## src/rtl/spi_master.sv

```systemverilog
// SPI master for a CPOL=0 / CPHA=0 link with an active-high chip select.
// Full duplex, MSB first; a lead and trail gap of CLK_DIV cycles frames each word.
module spi_master #(
  parameter int NB_BITS = 32,
  parameter int CLK_DIV = 4
) (
  input  logic               i_clk,
  input  logic               i_rst,
  input  logic               i_start,
  input  logic [NB_BITS-1:0] i_data,
  input  logic               i_MISO,
  output logic               o_MOSI,
  output logic               o_SCLK,
  output logic               o_cs,
  output logic [NB_BITS-1:0] o_data,
  output logic               o_busy,
  output logic               o_done
);

  localparam int BIT_W = (NB_BITS > 1) ? $clog2(NB_BITS) : 1;
  localparam int DIV_W = (CLK_DIV > 1) ? $clog2(CLK_DIV) : 1;
  localparam logic [BIT_W-1:0] BIT_LAST = BIT_W'(NB_BITS - 1);
  localparam logic [DIV_W-1:0] DIV_LAST = DIV_W'(CLK_DIV - 1);

  typedef enum logic [1:0] {IDLE, LEAD, XFER, TRAIL} state_t;

  state_t             state_q;
  logic [NB_BITS-1:0] tx_q;
  logic [NB_BITS-1:0] rx_q;
  logic [NB_BITS-1:0] data_q;
  logic [BIT_W-1:0]   bit_q;
  logic [DIV_W-1:0]   div_q;
  logic [DIV_W-1:0]   div_d;
  logic               div_end;
  logic               mosi_q;
  logic               sclk_q;
  logic               cs_q;
  logic               busy_q;
  logic               done_q;

  assign div_end = (div_q == DIV_LAST);
  assign div_d   = div_end ? '0 : div_q + 1'b1;

  always_ff @(posedge i_clk or posedge i_rst) begin
    if (i_rst) begin
      state_q <= IDLE;
      tx_q    <= '0;
      rx_q    <= '0;
      data_q  <= '0;
      bit_q   <= '0;
      div_q   <= '0;
      mosi_q  <= 1'b0;
      sclk_q  <= 1'b0;
      cs_q    <= 1'b0;
      busy_q  <= 1'b0;
      done_q  <= 1'b0;
    end else begin
      done_q <= 1'b0;
      case (state_q)
        IDLE: begin
          cs_q   <= 1'b0;
          sclk_q <= 1'b0;
          busy_q <= 1'b0;
          if (i_start) begin
            tx_q    <= i_data;
            mosi_q  <= i_data[NB_BITS-1];
            cs_q    <= 1'b1;
            busy_q  <= 1'b1;
            bit_q   <= '0;
            div_q   <= '0;
            state_q <= LEAD;
          end
        end
        LEAD: begin
          div_q <= div_d;
          if (div_end) begin
            sclk_q  <= 1'b1;
            rx_q    <= {rx_q[NB_BITS-2:0], i_MISO};
            state_q <= XFER;
          end
        end
        XFER: begin
          div_q <= div_d;
          if (div_end) begin
            if (!sclk_q) begin
              sclk_q <= 1'b1;
              rx_q   <= {rx_q[NB_BITS-2:0], i_MISO};
            end else begin
              sclk_q <= 1'b0;
              if (bit_q == BIT_LAST) begin
                state_q <= TRAIL;
              end else begin
                // Rotate rather than zero-fill; the wrapped bit is never driven out.
                tx_q   <= {tx_q[NB_BITS-2:0], tx_q[NB_BITS-1]};
                mosi_q <= tx_q[NB_BITS-2];
                bit_q  <= bit_q + 1'b1;
              end
            end
          end
        end
        TRAIL: begin
          div_q <= div_d;
          if (div_end) begin
            // busy stays high through this completion cycle and drops in IDLE.
            cs_q    <= 1'b0;
            data_q  <= rx_q;
            done_q  <= 1'b1;
            state_q <= IDLE;
          end
        end
        default: state_q <= IDLE;
      endcase
    end
  end

  assign o_MOSI = mosi_q;
  assign o_SCLK = sclk_q;
  assign o_cs   = cs_q;
  assign o_data = data_q;
  assign o_busy = busy_q;
  assign o_done = done_q;

endmodule

```

## config.mk

```make
export PLATFORM = sky130hd
export DESIGN_NAME = spi_master
export DESIGN_NICKNAME = d
export VERILOG_FILES = /design/src/rtl/spi_master.sv
export SDC_FILE = /design/constraint.sdc
export NUM_CORES = 1
export LEC_CHECK = 0
export ABC_AREA = 1
export CAP_MARGIN = 20
export CORE_MARGIN = 2
export CORE_UTILIZATION = 55
export DETAILED_ROUTE_END_ITERATION = 16
export GPL_TIMING_DRIVEN = 0
export PLACE_DENSITY_LB_ADDON = 0.3
export SYNTH_ARGS = -nofsm -noshare
export SYNTH_HDL_FRONTEND = slang
export SYNTH_SLANG_ARGS = --single-unit
```

## constraint.sdc

```tcl
create_clock -name i_clk -period 6.7 [get_ports i_clk]
set_clock_uncertainty 0.2 [all_clocks]
set_input_delay 1.34 -clock i_clk [delete_from_list [all_inputs] [get_ports i_clk]]
set_output_delay 1.34 -clock i_clk [all_outputs]
set_load 0.005 [all_outputs]
```

Word level (Yosys, flattened, before mapping)
Index checks and enable logic that the tools add are counted.
W data, S select, Z words.

word-level totals
  bits in registers = 110
  input port bits = 36
  output and inout bits = 37
  logic and storage cells = 76

cells by class
  add/sub/neg operators = 2
  equal/unequal tests = 13
  multiplexer cells = 38
  reductions and logical operators = 12

operators by type and width
  kind                   number
  $mux W32               7
  $pmux W32 S2           2
  $mux W5                4
  $mux W2                8
  $ne A2 B2 Y1 const B   8
  $mux W1                11
  $pmux W5 S2            1
  $pmux W2 S4            1
  $eq A2 B2 Y1 const B   3
  $reduce_and A6 Y1      1
  $reduce_bool A2 Y1     3
  $add A5 B1 Y5 const B  1
  $eq A5 B5 Y1 const B   1
  $reduce_and A5 Y1      1
  $pmux W1 S2            2
  $pmux W2 S2            1
  $reduce_and A2 Y1      2
  $reduce_and A4 Y1      1
  $pmux W1 S3            1
  $reduce_and A3 Y1      1
  $reduce_bool A3 Y1     1
  $reduce_or A3 Y1       1
  $add A2 B1 Y2 const B  1
  $eq A2 B1 Y1 const B   1
  $logic_not A2 Y1       1

Logic depth before layout (Yosys ltp)
Gate-level depths: netlist of the first run.

  depth after elaboration = 5
  depth in mapped cells = 12
  gate-level depth less buffers = 10

Worst setup path after synthesis of the first run
OpenSTA, ideal clock, no wires.

  kind = in2reg
  from = input i_start
  to = register bit_q[2]
  setup time = 130 ps
  arrival time = 2075 ps
  required time = 6370 ps
  setup slack = 4294 ps
  stages on the path = 9
  buffers on the path = 2
  cell sequence = inv_1 nand2_1 nand2_1 inv_2 nand2_1 buf_4 buf_4 nand2_1 o21ai_1

between the ends
  word-level cells in the longest chain between the ends = 2

RTL lines
  item                                RTL line  source
  start: declaration                  9         input logic i_start,
  $ne A2 B2 Y1 (no source line)       --
  $reduce_and A5 Y1 (no source line)  --
  end signal: assignment              96        bit_q <= bit_q + 1'b1;
  end: declaration                    31        logic [BIT_W-1:0] bit_q;

Every way passes these cells.
A chain may end at the register's enable or synchronous reset.

Final worst setup path of the first run
  from = register sclk_q, in the netlist o_SCLK
  to = output o_SCLK

RTL lines
  item                      RTL line  source
  start: declaration        36        logic sclk_q;
  start signal: assignment  53        sclk_q <= 1'b0;
  start signal: assignment  62        sclk_q <= 1'b0;
  start signal: assignment  77        sclk_q <= 1'b1;
  end: declaration          13        output logic o_SCLK,

No word-level cell between the ends.

==> flow_metrics.tcl, run 1 <==
set metrics [dict create \
    clockRootBuffer "clkbuf_8" \
    critPathLaunchType "flop" \
    ys_seq_area_share_pct 58.9 \
    ctsResizeCount 0 \
    area.growth.synth_to_final_pct 23.4 \
    crit_chain "clkdlybuf4s50_1" \
    p_sw_w 0.000691 \
    grt_pass1_vias 3594 \
    fmax_ghz 0.351 \
    drt-initial-drc-count 162 \
    gr-total-overflow 0 \
    initial_utilization_pct 56.7 \
    yosys_warnings 0 \
    post-route-util_pct 69.9 \
    cpMaxStageDelayCell "clkdlybuf4s50_1" \
    comb_power_share_pct 34.3 \
    synth_top_area_share_pct 58.9 \
    via_count 3663 \
    syn_nets 555 \
    cts_tree "yes" \
    cts-htree-levels 3 \
    synth_seq_cells 109 \
    grt_pass1_wl_um 16300 \
    arrival_ns 1.31 \
    hold_violations 0 \
    synth_area_leaders "dfrtp_1 (59%), nand2_1 (10%), o21ai_0 (8.6%)" \
    die_w_um 95.8 \
    r2r_slack_ns 4.61 \
    die_area_um2 9170 \
    critPathCaptureType "output port" \
    ant_nets 0 \
    worstPathRequired_ns 5.16 \
    port_buffers 72 \
    postCtsSetupBuffers 0 \
    drc 0 \
    clk_path_buf_depth 2 \
    rows 33 \
    finalSetupViolCount 0 \
    path_depth 1 \
    placed_cell_area_um2 5510 \
    clockPowerShare_pct 20.7 \
    relSlewSlack_pct 67.5 \
    synth_cell_types 20 \
    crit_type "reg -> out" \
    finalSetupTns_ns 0 \
    slowest_delay_ns 0.53 \
    final_max_slew_viol_count 0 \
    cell_internal_pwr_w 0.00125 \
    synth_largest_area_cell "dfrtp_1" \
    min_period_ns 2.85 \
    io_pins 73 \
    core_um2 8180 \
    wl_per_cell_um 13.7 \
    die-height_um 95.8 \
    synthCells 510 \
    nFillCells 626 \
    critPathMaxFanout 5 \
    p_seq_share_pct 44.9 \
    postCtsHoldBufs 0 \
    peakVddDrop_mv 0.163 \
    clock_sinks 109 \
    dp_hpwl_um 6610 \
    grtUsageTotal_pct 22.6 \
    synth.avg_cell_area_um2 9.08 \
    fin_cells 704 \
    reg2reg_depth 12 \
    cts_buffers 9 \
    netlist_area_um2 4630 \
    clk_latency_ns 0.36 \
    p_leak_nw 2.56 \
    critical_path.top_delay_family "buffers and inverters" \
    dr.pass1.iters 6 \
    nets 639 \
    rsz0062_at_grt "false" \
    maxCapViolCount 0 \
    grt_antenna_before_repair 0 \
    min_path_cells 1 \
    path_clk_slew_ns 0.10 \
    pwr_density_cell_nw_per_um2 340 \
    num_antenna_cells 0 \
    globalplace.congestion 0.852 \
    routed_wl_um 9620 \
    timing_worst_slew_pin_value_ns 0.488 \
    period_share_pct 42.5 \
    status "completed" \
    drive_above_1_share_pct 12.0 \
    switching_share_pct 35.6 \
    finalInstanceArea_um2 5720 \
    grt_start_max_net_pins 73 \
    path_buf_inv 1 \
    viasPerCell 5.20 \
    place_inst 688 \
    hold_path.class "reg -> reg" \
]
-- area by class of cell --
class,instances,area (um^2),share of cell area (%)
Sequential cell,109,2730,47.7
Inverter,46,175,3.06
Multi-Input combinational cell,327,1590,27.9
Clock buffer,9,124,2.17
Clock inverter,7,80.1,1.40
Buffer,28,139,2.43
Timing Repair Buffer,73,748,13.1
Tap cell,105,131,2.30
-- synthesized netlist by cell type, drive strengths merged --
cell and number:
dfrtp 109, nand3 10, nand3b 1, nor2 3, o21ai 137, inv 46, or2 34, nand2 128
nand4 2, ha 9, a21oi 2, o21a 1, buf 16, clkbuf 12
-- through the flow --
step	hold slack [ns]	power [W]	setup WS, ns
6_report	0.291	0.00194	3.85
3_3_place_gp	0.266	0.00152	0.826
2_1_floorplan	0.242	0.00135	2.29
5_1_grt	0.317	0.00209	3.78
3_5_place_dp	0.272	0.00155	3.64
4_1_cts	0.299	0.00195	3.82
-- state kept, by name (all words and copies together), names as in the netlist, 2 cells and up --
| register | count |
|---|---|
| o_data | 32 |
| rx_q | 32 |
| tx_q | 32 |
| bit_q | 5 |
| div_q | 2 |
| state_q | 2 |
-- kinds of logic after synthesis --
family	Yosys count	share of synthesized area [%]
and+or+nand+nor	178	16.8
AOI/OAI and AO/OA	140	15.2
DFF	109	58.9
buffers and inverters	74	6.73
adders and majority gates	9	2.43
-- layout by cell type, fill, tap and decap left out --
| master | n |
|---|---|
| buf_2 | 10 |
| buf_1 | 1 |
| inv_2 | 2 |
| inv_8 | 1 |
| nand2_2 | 1 |
| o21a_1 | 1 |
| buf_4 | 5 |
| clkinv_4 | 1 |
| inv_1 | 43 |
| ha_1 | 9 |
| clkdlybuf4s50_1 | 72 |
| nand4_1 | 2 |
| inv_6 | 2 |
| clkbuf_2 | 2 |
| o21ai_1 | 57 |
| clkbuf_1 | 10 |
| inv_4 | 1 |
| buf_16 | 1 |
| nand2_1 | 127 |
| bufinv_16 | 1 |
| a21oi_1 | 2 |
| o21ai_0 | 80 |
| dfrtp_1 | 109 |
| clkinvlp_4 | 1 |
| nor2_1 | 3 |
| clkbuf_8 | 9 |
| nand3b_1 | 1 |
| or2_2 | 34 |
| clkinv_2 | 1 |
| nand3_1 | 10 |
-- final timing paths --
| check | from | end |
|---|---|---|
| setup / recovery | o_SCLK | o_SCLK |
| hold / removal | o_busy | o_busy |
| setup reg to reg | bit_q[0] | tx_q[25] |
| hold reg to reg | o_busy | o_busy |
| max in group asynchronous | i_rst | state_q[0] |
| min in group asynchronous | i_rst | tx_q[13] |
-- layer usage --
| metal | part of all wire [%] | GRT usage (%) | vias up | wire length, um |
|---|---|---|---|---|
| met1 | 46 | 31.1 | 1779 | 4450 |
| met3 | 4.9 | 3.92 | 8 | 472 |
| met5 | 0 | 0 | - | 0 |
| li1 | - | - | 1801 | - |
| met2 | 48 | 36.7 | 75 | 4590 |
| met4 | 1.0 | 7.38 | 0 | 100 |
-- power by group through the flow --
stage          sequential [W]  combinational, W  clock, W
6_report             0.000873          0.000667  0.000403
5_1_grt              0.000889          0.000764  0.000437
4_1_cts              0.000871          0.000668  0.000414
3_5_place_dp         0.000882          0.000667         0
3_3_place_gp         0.000878          0.000638         0
2_1_floorplan        0.000869          0.000479         0
(Power assumes the default switching activity.)
==> run 2, diff against run 1 <==
Settings changed: CORE_UTILIZATION 55 to 53.
Clock period 6.7 ns to 2.93 ns, I/O delays scaled along.
==> flow_metrics.tcl, run 2 (synthesis results as in run 1) <==
set metrics [dict create \
    grtUsageTotal_pct 21.3 \
    p_leak_nw 2.57 \
    critical_path.top_delay_family "buffers and inverters" \
    grt_antenna_before_repair 0 \
    ant_nets 0 \
    final_cell_mix "nand2_1 (127), dfrtp_1 (109), o21ai_0 (80)" \
    routed_wl_um 9600 \
    clockRootBuffer "clkbuf_8" \
    cts-htree-levels 3 \
    finalSetupViolCount 0 \
    final_max_slew_viol_count 0 \
    initial_utilization_pct 53.9 \
    critPathLaunchType "flop" \
    period_share_pct 72.0 \
    die_w_um 97.5 \
    die-height_um 97.5 \
    dr.pass1.iters 4 \
    postCtsSetupBuffers 0 \
    drc 0 \
    timing_worst_slew_pin_value_ns 0.662 \
    grt_start_max_net_pins 45 \
    cell_internal_pwr_w 0.00281 \
    postCtsHoldBufs 0 \
    dp_hpwl_um 6600 \
    relSlewSlack_pct 55.8 \
    switching_share_pct 37.0 \
    nFillCells 693 \
    die_area_um2 9500 \
    slowest_delay_ns 0.53 \
    globalplace.congestion 0.884 \
    clk_path_buf_depth 2 \
    area.growth.synth_to_final_pct 23.9 \
    cpMaxStageDelayCell "clkdlybuf4s50_1" \
    cts_buffers 9 \
    ctsResizeCount 0 \
    io_pins 73 \
    finalSetupTns_ns 0 \
    grt_pass1_vias 3721 \
    status "completed" \
    maxCapViolCount 0 \
    viasPerCell 5.14 \
    path_buf_inv 1 \
    layout_commonest_cell "nand2_1" \
    clockPowerShare_pct 20.8 \
    fmax_ghz 0.474 \
    num_antenna_cells 0 \
    hold_violations 0 \
    critPathMaxFanout 5 \
    grt_pass1_wl_um 16900 \
    drt-initial-drc-count 156 \
    crit_type "reg -> out" \
    via_count 3642 \
    arrival_ns 1.32 \
    wl_per_cell_um 13.6 \
    hold_ws_ns 0.297 \
    drive_above_1_share_pct 12.2 \
    min_period_ns 2.11 \
    peakVddDrop_mv 0.409 \
    p_seq_share_pct 44.8 \
    rows 34 \
    placed_cell_area_um2 5530 \
    critPathCaptureType "output port" \
    comb_power_share_pct 34.4 \
    pwr_density_cell_nw_per_um2 776 \
    p_sw_w 0.00165 \
    cts_tree "yes" \
    gr-total-overflow 0 \
    path_clk_slew_ns 0.12 \
    rsz0062_at_grt "false" \
    finalInstanceArea_um2 5740 \
    crit_chain "clkdlybuf4s50_1" \
    nets 640 \
    port_buffers 72 \
    core_um2 8590 \
    clock_sinks 109 \
    clk_latency_ns 0.37 \
    hold_path.class "reg -> reg" \
    worstPathRequired_ns 2.14 \
]
run 2: through the flow:
step | setup slack [ns] | total power, W | std cells | util [%]
after floorplan | 0.829 | 0.00308 | 510 | -
after global placement | -0.181 | 0.00347 | 690 | 63.9
after detailed placement | 0.647 | 0.00355 | 692 | 64.4
after CTS | 0.791 | 0.00448 | 708 | 66.8
after global routing | 0.678 | 0.00479 | 708 | 66.8
final | 0.821 | 0.00445 | 708 | 66.8
run 2: path summary, 6_finish.rpt:
kind / cells past startpoint / end / slack (ns) / start
max: 1 / o_SCLK / 0.82 / o_SCLK
min: 2 / tx_q[15] / 0.30 / tx_q[15]
max reg2reg: 8 / tx_q[31] / 0.85 / state_q[0]
min reg2reg: 2 / tx_q[15] / 0.30 / tx_q[15]
max in group asynchronous: 3 / o_data[22] / 1.45 / i_rst
min in group asynchronous: 2 / o_busy / 0.44 / i_rst
run 2: tightest hold or removal path: cells and delay by family (launching register included):
kind / cells / cell delay [ns]
AOI/OAI and AO/OA: 1 / 0.06
DFF: 1 / 0.36
and+or+nand+nor: 1 / 0.05
run 2: area by class of cell:
| cell class | count | area [um^2] | share of cell area, % |
|---|---|---|---|
| Clock buffer | 9 | 124 | 2.16 |
| Tap cell | 108 | 135 | 2.35 |
| Timing Repair Buffer | 74 | 761 | 13.3 |
| Inverter | 46 | 176 | 3.07 |
| Clock inverter | 7 | 83.8 | 1.46 |
| Buffer | 28 | 139 | 2.42 |
| Sequential cell | 109 | 2730 | 47.5 |
| Multi-Input combinational cell | 327 | 1590 | 27.8 |
run 2: power groups by stage:
| stage | Clock [W] | Sequential [W] | Combinational (W) |
|---|---|---|---|
| 5_1_grt | 0.00101 | 0.00204 | 0.00174 |
| 3_3_place_gp | 0 | 0.00201 | 0.00146 |
| 2_1_floorplan | 0 | 0.00199 | 0.00110 |
| 4_1_cts | 0.000955 | 0.00199 | 0.00154 |
| 6_report | 0.000926 | 0.00200 | 0.00153 |
| 3_5_place_dp | 0 | 0.00202 | 0.00153 |
run 2: layer usage:
metal  vias up  share of wire [%]  global-route usage, %
li1       1803                  -                      -
met1      1762                 47                   28.5
met2        71                 48                   34.9
met3         6                4.7                   5.76
met4         0               0.71                   5.45
met5         -                  0                      0
==> run 3, diff against run 2 <==
Clock period 2.93 ns to 2 ns, I/O delays scaled along.
==> flow_metrics.tcl, run 3 (synthesis results as in run 1) <==
set metrics [dict create \
    status "completed" \
    die-height_um 97.5 \
    clockRootBuffer "clkbuf_8" \
    worstPathRequired_ns 2.05 \
    peakVddDrop_mv 0.616 \
    area.growth.synth_to_final_pct 27.3 \
    r2r_start "state_q[0]" \
    path_clk_slew_ns 0.12 \
    clk_latency_ns 0.37 \
    final_cell_mix "nand2_1 (126), dfrtp_1 (108), o21ai_0 (80)" \
    dr.pass1.iters 5 \
    globalplace.congestion 0.884 \
    fmax_ghz 0.527 \
    r2r_slack_ns 0.10 \
    cts-htree-levels 3 \
    grt_antenna_before_repair 0 \
    rsz0062_at_grt "true" \
    critPathMaxFanout 10 \
    clock_sinks 109 \
    num_antenna_cells 0 \
    crit_type "reg -> reg" \
    gr-total-overflow 0 \
    via_count 3716 \
    ant_nets 0 \
    cts_buffers 9 \
    postCtsHoldBufs 0 \
    nFillCells 683 \
    core_um2 8590 \
    routed_wl_um 9830 \
    drive_above_1_share_pct 16.3 \
    clk_path_buf_depth 2 \
    layout_commonest_cell "nand2_1" \
    placed_cell_area_um2 5530 \
    cts_tree "yes" \
    place_ws_ns -0.0967 \
    arrival_ns 1.95 \
    initial_utilization_pct 53.9 \
    layout_setup_ws_ns 0.102 \
    hold_path.class "in -> async" \
    drt-initial-drc-count 118 \
    die_w_um 97.5 \
    dp_hpwl_um 6600 \
    grt_start_max_net_pins 45 \
    crit_chain "buf_4 > ha_1 > nand2_1 > buf_2 > buf_1 > o21ai_0" \
    slowest_delay_ns 0.41 \
    nets 649 \
    final_max_slew_viol_count 0 \
    wl_per_cell_um 13.7 \
    hold_violations 0 \
    grt_pass1_vias 3751 \
    min_period_ns 1.90 \
    hold_ws_ns 0.245 \
    port_buffers 72 \
    finalSetupTns_ns 0 \
    p_leak_nw 2.64 \
    grt_pass1_wl_um 17000 \
    timing_worst_slew_pin_value_ns 0.642 \
    drc 0 \
    rows 34 \
    io_pins 73 \
    maxCapViolCount 0 \
    die_area_um2 9500 \
    finalSetupViolCount 0 \
    viasPerCell 5.18 \
    finalInstanceArea_um2 5900 \
    pwr_density_cell_nw_per_um2 1160 \
    reg2reg_depth 6 \
    critPathCaptureType "flop" \
    place_inst 692 \
    period_share_pct 94.9 \
    grtUsageTotal_pct 21.5 \
    cpMaxStageDelayCell "dfrtp_1" \
    reg2reg_to "o_data[20]" \
    fin_cells 717 \
    relSlewSlack_pct 57.1 \
    critPathLaunchType "flop" \
]
==> run 3: cell types whose count changed in the layout (fill, tap and decap cells not counted), moves of 2 or more <==
| cell | delta |
|---|---|
| buf_4 | +3 |
| buf_6 | +7 |
| clkbuf_1 | -6 |
| clkbuf_2 | +4 |
| ha_1 | -4 |
| ha_2 | +2 |
| ha_4 | +2 |
| o21ai_1 | -5 |
| o21ai_2 | +5 |
==> run 3: through the flow <==
| stage | utilization, % | total power (W) |
|---|---|---|
| detailed placement | 64.4 | 0.00520 |
| finish | 68.6 | 0.00687 |
| global placement | 63.9 | 0.00509 |
| global route | 68.6 | 0.00736 |
| CTS | 67.1 | 0.00662 |
| floorplan | - | 0.00452 |
==> run 3: repair_timing <==
| action | 4_1_cts | 5_1_grt |
|---|---|---|
| setup endpoints to repair | 43 | 82 |
| pin swaps | 0 | 2 |
| buffers inserted | 3 | 5 |
| gates resized for setup | 3 | 33 |
| gates cloned | 0 | 1 |
==> run 3: area by class of cell <==
type	count	area, um^2	area share [%]
Inverter	46	176	2.99
Buffer	28	179	3.03
Tap cell	108	135	2.29
Clock buffer	9	124	2.10
Sequential cell	109	2730	46.3
Multi-Input combinational cell	327	1640	27.9
Timing Repair Buffer	83	826	14.0
Clock inverter	7	83.8	1.42
==> run 3: power breakdown <==
group          total, W  switching [W]  internal [W]  leakage, nW
Combinational   0.00259        0.00145       0.00114         1.08
Clock           0.00136       0.000848      0.000512        0.105
Sequential      0.00292       0.000236       0.00268         1.45
Total           0.00687        0.00253       0.00433         2.64
==> run 3: worst max-delay path by stage <==
stage	startpoint	to	slack (ns)	cells after the start
final	state_q[0]	o_data[20]	0.10	6
after global routing	state_q[0]	o_data[14]	-0.08	6
after CTS	bit_q[0]	tx_q[25]	0.005	12
after detailed placement	i_start	tx_q[25]	-0.1	10
after global placement	i_rst	o_data[22]	-0.93	2
after floorplan	i_rst	bit_q[0]	0.08	1
==> run 3: critical path, delay by kind of cell (launching register included) <==
kind,cells,cell delay [ns]
flops,1,0.41
compound gates,1,0.14
buf+inv,3,0.72
simple gates,1,0.09
fa+ha+maj,1,0.22
==> run 3: metal layers <==
layer,routed length [um],vias to the layer above,GRT usage (%)
met5,0,-,0
met4,76,0,5.66
met3,443,7,5.90
met2,4790,83,35.1
met1,4520,1798,28.6
li1,-,1828,-
